### config.mk
export PLATFORM = sky130hd
export DESIGN_NAME = sent_rx_frame_decoder
export DESIGN_NICKNAME = d
export VERILOG_FILES = /design/src/rtl/sent_pkg.sv /design/src/rtl/sent_rx_tick_meter.sv /design/src/rtl/sent_rx_frame_decoder.sv
export SDC_FILE = /design/constraint.sdc
export NUM_CORES = 1
export LEC_CHECK = 0
export BUFFER_PORTS_ARGS = -buffer_cell sky130_fd_sc_hd__buf_2
export CORE_ASPECT_RATIO = 1.75
export CORE_MARGIN = 4
export CORE_UTILIZATION = 48
export CTS_CLUSTER_SIZE = 8
export DETAILED_ROUTE_END_ITERATION = 6
export PLACE_DENSITY_LB_ADDON = 0.15
export SYNTH_ARGS = -nofsm -noshare
export SYNTH_HDL_FRONTEND = slang
export SYNTH_SLANG_ARGS = --single-unit
### constraint.sdc
create_clock -name clk_rx -period 4.8 [get_ports clk_rx]
set_input_delay 0.96 -clock clk_rx [delete_from_list [all_inputs] [get_ports clk_rx]]
set_output_delay 0.96 -clock clk_rx [all_outputs]
set_load 0.02 [all_outputs]
### src/rtl/sent_pkg.sv
// Shared definitions for the SENT fast-channel receiver.
// Contents: frame timing constants in ticks, the frame FSM state enum and
// the 4-bit CRC step function (poly x^4+x^3+x^2+1).
package sent_pkg;

  localparam int SYNC_TICKS = 56;
  localparam int NIB_MIN    = 12;
  localparam int NIB_MAX    = 27;
  localparam int PAUSE_MAX  = 768;
  localparam logic [3:0] CRC_SEED = 4'h5;

  typedef enum logic [2:0] {
    ST_HUNT   = 3'd0,
    ST_SYNC   = 3'd1,
    ST_STATUS = 3'd2,
    ST_DATA   = 3'd3,
    ST_CRC    = 3'd4,
    ST_POST   = 3'd5
  } rx_state_e;

  // crc' = LUT[crc] ^ nib, where LUT[i] = (i * x^4) mod poly.
  // The LUT is linear over GF(2), so it is built from the images of the
  // four basis vectors: 1->D, 2->7, 4->E, 8->1.
  function automatic logic [3:0] crc4_step(input logic [3:0] crc,
                                           input logic [3:0] nib);
    logic [3:0] t;
    t = 4'h0;
    if (crc[0]) t = t ^ 4'hD;
    if (crc[1]) t = t ^ 4'h7;
    if (crc[2]) t = t ^ 4'hE;
    if (crc[3]) t = t ^ 4'h1;
    return t ^ nib;
  endfunction

endpackage

### src/rtl/sent_rx_tick_meter.sv
// Measures falling-edge-to-falling-edge periods of the SENT line in ticks.
// Ports:
//   clk_rx_i     receive clock
//   reset_i      asynchronous active-high reset
//   data_pulse_i raw SENT line (asynchronous)
//   fe_o         one-cycle falling-edge pulse
//   period_o     rounded period in ticks, meaningful while fe_o is high
//   sat_o        tick counter sits at its 1023 ceiling
module sent_rx_tick_meter #(
  parameter int TICK_DIV = 4
) (
  input  logic        clk_rx_i,
  input  logic        reset_i,
  input  logic        data_pulse_i,
  output logic        fe_o,
  output logic [10:0] period_o,
  output logic        sat_o
);

  localparam int PW = (TICK_DIV > 2) ? $clog2(TICK_DIV) : 1;
  localparam logic [PW-1:0] PRESC_LAST = PW'(TICK_DIV - 1);
  localparam logic [PW-1:0] PRESC_HALF = PW'(TICK_DIV / 2);

  // [0],[1] form the synchronizer, [2] holds the previous synchronized value
  logic [2:0]    sync_q;
  logic [PW-1:0] presc_q, presc_d;
  logic [9:0]    tick_q, tick_d;
  logic          fe;
  logic          round_up;

  assign fe = sync_q[2] & ~sync_q[1];

  always_comb begin
    presc_d = presc_q;
    tick_d  = tick_q;
    if (fe) begin
      presc_d = '0;
      tick_d  = '0;
    end else if (presc_q == PRESC_LAST) begin
      presc_d = '0;
      if (tick_q != 10'h3FF) tick_d = tick_q + 10'd1;
    end else begin
      presc_d = presc_q + PW'(1);
    end
  end

  always_ff @(posedge clk_rx_i or posedge reset_i) begin
    if (reset_i) begin
      sync_q  <= 3'b000;
      presc_q <= '0;
      tick_q  <= '0;
    end else begin
      sync_q  <= {sync_q[1:0], data_pulse_i};
      presc_q <= presc_d;
      tick_q  <= tick_d;
    end
  end

  // A partly elapsed tick counts as a full one once past its midpoint, so an
  // edge landing a cycle early or late still yields the nominal tick count.
  assign round_up = (presc_q >= PRESC_HALF);
  assign period_o = {1'b0, tick_q} + {10'd0, round_up};
  assign fe_o     = fe;
  assign sat_o    = (tick_q == 10'h3FF);

endmodule

### src/rtl/sent_rx_frame_decoder.sv
// SENT fast-channel frame decoder: sync / status / data / CRC recovery.
// Ports:
//   clk_rx, reset      clock, asynchronous active-high reset
//   data_pulse         SENT line
//   frame_valid        one-cycle strobe for each completed frame
//   status_nibble, frame_data, crc_rx, crc_error
//                      contents of the last frame, held until the next one
//   sync_error, nibble_error, timeout
//                      one-cycle error strobes
//   dbg_state          current frame FSM state (rx_state_e encoding)
// Handshake: no back-pressure; frame_valid is a qualifier only, and the
// published fields are stable from frame_valid until the next frame_valid.
module sent_rx_frame_decoder
  import sent_pkg::*;
#(
  parameter int TICK_DIV     = 4,
  parameter int DATA_NIBBLES = 6,
  parameter int SYNC_TOL     = 1
) (
  input  logic        clk_rx,
  input  logic        reset,
  input  logic        data_pulse,
  output logic        frame_valid,
  output logic [3:0]  status_nibble,
  output logic [23:0] frame_data,
  output logic [3:0]  crc_rx,
  output logic        crc_error,
  output logic        sync_error,
  output logic        nibble_error,
  output logic        timeout,
  output logic [2:0]  dbg_state
);

  localparam logic [10:0] SYNC_LO  = 11'(SYNC_TICKS - SYNC_TOL);
  localparam logic [10:0] SYNC_HI  = 11'(SYNC_TICKS + SYNC_TOL);
  localparam logic [10:0] NIB_LO   = 11'(NIB_MIN);
  localparam logic [10:0] NIB_HI   = 11'(NIB_MAX);
  localparam logic [10:0] PAUSE_HI = 11'(PAUSE_MAX);
  localparam logic [2:0]  IDX_LAST = 3'(DATA_NIBBLES - 1);

  logic        fe;
  logic [10:0] period;
  logic        sat;

  sent_rx_tick_meter #(.TICK_DIV(TICK_DIV)) u_meter (
    .clk_rx_i     (clk_rx),
    .reset_i      (reset),
    .data_pulse_i (data_pulse),
    .fe_o         (fe),
    .period_o     (period),
    .sat_o        (sat)
  );

  rx_state_e   state_q, state_d;
  logic        first_q, first_d;      // next SYNC period is the first after HUNT
  logic [2:0]  idx_q, idx_d;
  logic [3:0]  crc_q, crc_d;
  logic [3:0]  stat_q, stat_d;        // status of the frame being received
  logic [23:0] data_q, data_d;        // data of the frame being received
  logic        fv_q, fv_d;
  logic [3:0]  pub_stat_q, pub_stat_d;
  logic [23:0] pub_data_q, pub_data_d;
  logic [3:0]  pub_crc_q, pub_crc_d;
  logic        crc_err_q, crc_err_d;
  logic        sync_err_q, sync_err_d;
  logic        nib_err_q, nib_err_d;
  logic        to_q, to_d;

  logic       nib_ok, sync_ok, pause_ok;
  logic [3:0] nib;

  assign nib_ok   = (period >= NIB_LO) && (period <= NIB_HI);
  assign sync_ok  = (period >= SYNC_LO) && (period <= SYNC_HI);
  assign pause_ok = (period >= NIB_LO) && (period <= PAUSE_HI);
  assign nib      = period[3:0] - 4'd12;

  always_comb begin
    state_d    = state_q;
    first_d    = first_q;
    idx_d      = idx_q;
    crc_d      = crc_q;
    stat_d     = stat_q;
    data_d     = data_q;
    fv_d       = 1'b0;
    pub_stat_d = pub_stat_q;
    pub_data_d = pub_data_q;
    pub_crc_d  = pub_crc_q;
    crc_err_d  = crc_err_q;
    sync_err_d = 1'b0;
    nib_err_d  = 1'b0;
    to_d       = 1'b0;

    // Saturation wins over a coincident edge: the measured period is junk.
    if (state_q != ST_HUNT && sat) begin
      to_d    = 1'b1;
      state_d = ST_HUNT;
    end else if (fe) begin
      unique case (state_q)
        ST_HUNT: begin
          state_d = ST_SYNC;
          first_d = 1'b1;
        end
        ST_SYNC: begin
          first_d = 1'b0;
          if (sync_ok) state_d = ST_STATUS;
          else if (!first_q) sync_err_d = 1'b1;
        end
        ST_STATUS: begin
          if (nib_ok) begin
            stat_d  = nib;
            crc_d   = CRC_SEED;
            data_d  = '0;
            idx_d   = '0;
            state_d = ST_DATA;
          end else begin
            nib_err_d = 1'b1;
            state_d   = ST_SYNC;
          end
        end
        ST_DATA: begin
          if (nib_ok) begin
            for (int i = 0; i < 6; i++) begin
              if (idx_q == 3'(i)) data_d[23-4*i -: 4] = nib;
            end
            crc_d = crc4_step(crc_q, nib);
            if (idx_q == IDX_LAST) state_d = ST_CRC;
            else idx_d = idx_q + 3'd1;
          end else begin
            nib_err_d = 1'b1;
            state_d   = ST_SYNC;
          end
        end
        ST_CRC: begin
          if (nib_ok) begin
            pub_stat_d = stat_q;
            pub_data_d = data_q;
            pub_crc_d  = nib;
            // final augmentation step: feed a zero nibble
            crc_err_d  = (nib != crc4_step(crc_q, 4'h0));
            fv_d       = 1'b1;
            state_d    = ST_POST;
          end else begin
            nib_err_d = 1'b1;
            state_d   = ST_SYNC;
          end
        end
        ST_POST: begin
          // Either the sync of the next frame directly, or a pause first.
          if (sync_ok) state_d = ST_STATUS;
          else begin
            if (!pause_ok) sync_err_d = 1'b1;
            state_d = ST_SYNC;
          end
        end
        default: state_d = ST_HUNT;
      endcase
    end
  end

  always_ff @(posedge clk_rx or posedge reset) begin
    if (reset) begin
      state_q    <= ST_HUNT;
      first_q    <= 1'b0;
      idx_q      <= '0;
      crc_q      <= '0;
      stat_q     <= '0;
      data_q     <= '0;
      fv_q       <= 1'b0;
      pub_stat_q <= '0;
      pub_data_q <= '0;
      pub_crc_q  <= '0;
      crc_err_q  <= 1'b0;
      sync_err_q <= 1'b0;
      nib_err_q  <= 1'b0;
      to_q       <= 1'b0;
    end else begin
      state_q    <= state_d;
      first_q    <= first_d;
      idx_q      <= idx_d;
      crc_q      <= crc_d;
      stat_q     <= stat_d;
      data_q     <= data_d;
      fv_q       <= fv_d;
      pub_stat_q <= pub_stat_d;
      pub_data_q <= pub_data_d;
      pub_crc_q  <= pub_crc_d;
      crc_err_q  <= crc_err_d;
      sync_err_q <= sync_err_d;
      nib_err_q  <= nib_err_d;
      to_q       <= to_d;
    end
  end

  assign frame_valid   = fv_q;
  assign status_nibble = pub_stat_q;
  assign frame_data    = pub_data_q;
  assign crc_rx        = pub_crc_q;
  assign crc_error     = crc_err_q;
  assign sync_error    = sync_err_q;
  assign nibble_error  = nib_err_q;
  assign timeout       = to_q;
  assign dbg_state     = state_q;

endmodule

# [Word level (Yosys, flattened, before mapping)]
# Index checks and enable logic that the tools add are counted.
[word_totals] word_cells=179 out_inout_bits=40 ff_bits=91 input_bits=3
[op_classes] magnitude_cmp=6 eq_ne=25 bitwise_logic=10 n_reduce_logical=26 n_mux=85 addsub=5
[op_table] op="$mux 4" n=42
[op_table] op="$mux 24" n=2
[op_table] op="$pmux 24 s2" n=1
[op_table] op="$reduce_and 6->1" n=7
[op_table] op="$mux 3" n=11
[op_table] op="$mux 10" n=3
[op_table] op="$ne 2x2->1 const B" n=9
[op_table] op="$pmux 3 s6" n=1
[op_table] op="$mux 1" n=17
[op_table] op="$eq 3x2->1 const B" n=4
[op_table] op="$eq 3x3->1 const B" n=4
[op_table] op="$not 3->3" n=4
[op_table] op="$add 10x1->11" n=1
[op_table] op="$ge 11x4->1 const B" n=1
[op_table] op="$ge 11x6->1 const B" n=1
[op_table] op="$le 11x10->1 const B" n=1
[op_table] op="$le 11x5->1 const B" n=1
[op_table] op="$le 11x6->1 const B" n=1
[op_table] op="$add 10x1->10 const B" n=1
[op_table] op="$eq 10x10->1 const B" n=1
[op_table] op="$ne 10x10->1 const B" n=1
[op_table] op="$reduce_bool 2->1" n=5
[op_table] op="$mux 2" n=4
[op_table] op="$pmux 4 s2" n=1
[op_table] op="other kinds (22)" n=33

# [Longest topological paths before layout]
[logic_depth] ltp_word=29 depth_mapped=13 depth_no_buf=12

# [By module]
# From an unflattened synthesis, not the netlist that was laid out.
[unflattened] cells_unflattened=393 hier_area_um2=4499.3
[by_module_without_submodules] mod="sent_rx_frame_decoder" instances=1 seq_area_each_um2=1901.8 area_each_um2=3549.7 cells_each=296
[by_module_without_submodules] mod="sent_rx_tick_meter" instances=1 seq_area_each_um2=375.4 area_each_um2=949.7 cells_each=97

# [Least setup slack after synthesis]
# No wires, ideal clock.
[synth_path] path_kind="register to register" startpoint="register u_meter.tick_q[0]" endpoint="register state_q[0], in the netlist dbg_state[0]" path_buffers=1 path_slack_ns=1.314 t_required_ns=4.672 arrival_time_ns=3.359 setup_time_ns=0.128 path_stages_with_launch=13 period_less_slack_ns=3.486 cell_sequence="dfrtp_1 ha_1 ha_1 buf_2 xor2_1 ha_1 nor2_1 a2bb2oi_1 or4_1 or4b_1 a211oi_2 o211a_1 o22ai_1"
[synth_via] elab_chain_len=7 elab_cells_between_ends=18 classes_between="add/sub (1); order compare (4); eq/ne (3); mux (5); reduce/logical (5)"
[synth_lines] element="from (decl)" line="sent_rx_tick_meter.sv:27" rtl="logic [9:0] tick_q, tick_d;"
[synth_lines] element="from (signal assigned)" line="sent_rx_tick_meter.sv:55" rtl="tick_q <= tick_d;"
[synth_lines] element="$add 10x1->11" line="sent_rx_tick_meter.sv:62" rtl="assign period_o = {1'b0, tick_q} + {10'd0, round_up};"
[synth_lines] element="$ge 11x6->1 (tied with other cells)" line="sent_rx_frame_decoder.sv:73" rtl="assign sync_ok = (period >= SYNC_LO) && (period <= SYNC_HI);"
[synth_lines] element="$logic_and 1x1->1 (on tied branches)" line="sent_rx_frame_decoder.sv:73, sent_rx_frame_decoder.sv:72"
[synth_lines] element="$mux 2 or $mux 3 (tied branches)" line="sent_rx_frame_decoder.sv:149, sent_rx_frame_decoder.sv:121"
[synth_lines] element="$pmux 3 s6" line="sent_rx_frame_decoder.sv:98" rtl="unique case (state_q)"
[synth_lines] element="$mux 3" line="sent_rx_frame_decoder.sv:97" rtl="end else if (fe) begin"
[synth_lines] element="$mux 3" line="sent_rx_frame_decoder.sv:94" rtl="if (state_q != ST_HUNT && sat) begin"
[synth_lines] element="to (signal assigned)" line="sent_rx_frame_decoder.sv:177" rtl="state_q <= state_d;"
[synth_lines] element="to (decl)" line="sent_rx_frame_decoder.sv:54" rtl="rx_state_e state_q, state_d;"
# Parallel ways exist; a longest one is shown, timed or not. The select of a mux whose other input is x is not followed.
# A chain may end at the register's enable or synchronous reset.

# [Final worst setup path]
# Ends and elaborated chain as after synthesis.

==> results.toml <==
[yosys]
synth-seq-cells = 91
yosys.area.top_type = "dfrtp_1"
syn_area_per_cell_sq_um = 11.3
synth_fp_nets = 427
synth_top_flop_cell = "dfrtp_1"
syn-cell-area_sq_um = 4660
syn_inst = 411
yosysUniqueCellTypes = 66
ys_seq_area_frac = 0.489
synth_edf_count = 0
ys_top_cells_by_area = "dfrtp_1 49%, mux2_2 13%, ha_1 3.5%"
synth_top_area_frac = 0.489
yosysWarnings = 0
async_flop_share = 1.00

[setup_path]
reg2regPathDepth = 11
cp.required_ns = 5.02
r2r-start = "u_meter.tick_q[0]"
worst_ep_arrival_time_ns = 4.21
end_kind = "flop"
r2r_end = "dbg_state[0]"
critPathKind = "flop to flop"
reg2reg_setup_slack_ns = 0.80
crit_start = "u_meter.tick_q[0]"
crit_path_max_fanout = 13
start_kind = "flop"
crit_end = "dbg_state[0]"

[hold_path]
hold_depth = 0
hold_path_startpoint = "u_meter.sync_q[0]"
hp-class = "flop to flop"

[placed_design]
gp_congestion = 0.918
placed_cell_area_sq_um = 4920
dp_hpwl_microns = 7290
port_buffers = 42

[route]
post-route-drc-count = 0
initialDrtViolationCount = 104
via_per_inst = 5.65
ant_nets = 0
wirelength_microns = 9950
vias = 3214
dr.pass1.iters = 4
wire_per_inst_microns = 17.5

[pwr]
p_switching_uw = 603
p_sw_frac = 0.311
power_mw = 1.94
p_int_mw = 1.33
p_clk_frac = 0.367
comb_power_share = 0.187
ir_drop_v = 0.000362
powerDensity_nw_per_um2 = 371
power_frac_seq = 0.446
leakage_nw = 2.55

[timing]
finalClockSkew_ns = 0.00628
setup_viol = 0
max_slew_margin = 0.346
rsz0062_at_grt = "no"
tightest_slew_ns = 0.980
fin_tns_setup_ns = 0
finalCritPeriodShare = 0.833
period_needed_ns = 4.00
final-hold-violation-count = 0
clock.fmax_ghz = 0.250
drv_slew = 0

[floorplanning]
die_y_microns = 138
initial_core_util = 0.492
io_pins = 43
num_rows = 47
die_area_sq_um = 11400
die_w_microns = 82.5
core_area_sq_um = 9470

[global_routing]
grt_overflow = 0
grt_start_max_net_pins = 60
grt_util_all_layers = 0.194
grt_pass1_vias = 3420
antenna_found_initial = 0
grt_pass1_wl_microns = 17000

[clock_tree]
clockBufferDepth = 2
root_buffer = "clkbuf_16"
post_cts_buffers = 0
cts.repair.resized = 0
cts_sinks = 91
cts_hold_buf = 0
htreeDepth = 3
clkTransAtPathRegs_ns = 0.06
cts_buffers = 9
cts_tree = "built"
clkLatencyLatePin_ns = 0.35

[finish]
syn_to_final_growth_pct = 11.9
nets = 459
drive_gt1_frac = 0.293
design_area_sq_um = 5220
diodes = 0
finish.utilization = 0.551

[outcome]
outcome = "complete, no violations"

[run]
max_cap_violations = 0
==> power groups by stage <==
stage | sequential, mW | combinational, mW | clock, mW
after floorplan | 0.846 | 0.285 | 0
after global placement | 0.872 | 0.360 | 0
after detailed placement | 0.875 | 0.366 | 0
after CTS | 0.860 | 0.367 | 0.727
after global routing | 0.865 | 0.400 | 0.764
final | 0.863 | 0.362 | 0.712
==> synthesized netlist by cell type (all sizes together) (3+ instances only) <==
library cell and count:
a31oi 3, dfrtp 91, mux2i 3, o21ai 15, a22o 4, o31ai 4
xnor2 13, or3 8, mux2 57, a211oi 5, nor2b 3, nor2 27
nand3 10, a21oi 16, inv 13, nand4 7, buf 14, nand2 24
clkbuf 9, nor3 10, xor2 5, ha 13, nand2b 8, and2 7
and3 5
==> flip-flops by register name, indices dropped and copies added (netlist names), 2 cells and up <==
| signal | count |
|---|---|
| crc_rx | 4 |
| idx_q | 3 |
| stat_q | 4 |
| dbg_state | 3 |
| crc_q | 4 |
| u_meter.sync_q | 3 |
| frame_data | 24 |
| data_q | 24 |
| u_meter.tick_q | 10 |
| status_nibble | 4 |
| u_meter.presc_q | 2 |
==> final cells by class <==
| class | count | area (sq um) |
|---|---|---|
| flip-flops and latches | 91 | 2280 |
| clock inverters | 5 | 60.1 |
| multi-input cells | 283 | 2210 |
| well taps | 122 | 153 |
| inverters | 14 | 53.8 |
| clock buffers | 10 | 239 |
| fillers | 824 | 4250 |
| repair buffers | 44 | 225 |
==> metrics by stage <==
step	setup slack [ns]	instances	hold slack (ns)
final	0.802	569	0.349
after global routing	0.582	569	0.357
after CTS	0.846	569	0.353
after detailed placement	0.889	554	0.338
after global placement	1.03	554	0.336
after floorplan	1.31	411	0.331
==> metal layers <==
layer	wire, microns	up-vias	part of all wire	GRT usage
met5	0	-	0	0
met4	225	0	0.023	0.0762
met3	262	17	0.026	0.0384
met2	5610	56	0.56	0.343
met1	3850	1593	0.39	0.219
li1	-	1548	-	-
==> how the worst min path moves through the flow <==
stage,to
floorplan,u_meter.sync_q[1]
global placement,u_meter.sync_q[1]
detailed placement,u_meter.sync_q[1]
CTS,u_meter.sync_q[1]
global route,u_meter.sync_q[1]
finish,u_meter.sync_q[1]
==> cells in the final DEF, fill, tap and decap left out, drive strengths merged, types with 13 or more instances in the layout <==
master	count
dfrtp	91
mux2	57
buf	44
nor2	27
nand2	24
a21oi	16
o21ai	15
inv	14
ha	13
xnor2	13
==> worst max-delay path: stages, from the launching register on <==
cell and delay [ns]:
dfrtp_1 0.44, ha_1 0.32, ha_1 0.45, xor2_1 0.41, ha_1 0.30, nor2_1 0.06
a2bb2oi_1 0.16, or4_1 0.53, or4b_1 0.54, a211oi_2 0.36, o211a_1 0.22, o22ai_1 0.09
==> cell families (layout without fill, tap and decap cells) <==
logic type               count (synthesis)  after routing  synth area share
AND/OR/NAND/NOR                        119            119             0.143
multiplexers                            60             60             0.144
XOR/XNOR                                18             18            0.0354
buffers and inverters                   37             73            0.0373
adder cells (fa/ha/maj)                 13             13            0.0349
flip-flops                              91             91             0.489
AO/OA/AOI/OAI                           73             73             0.116
(Power assumes the default switching activity.)
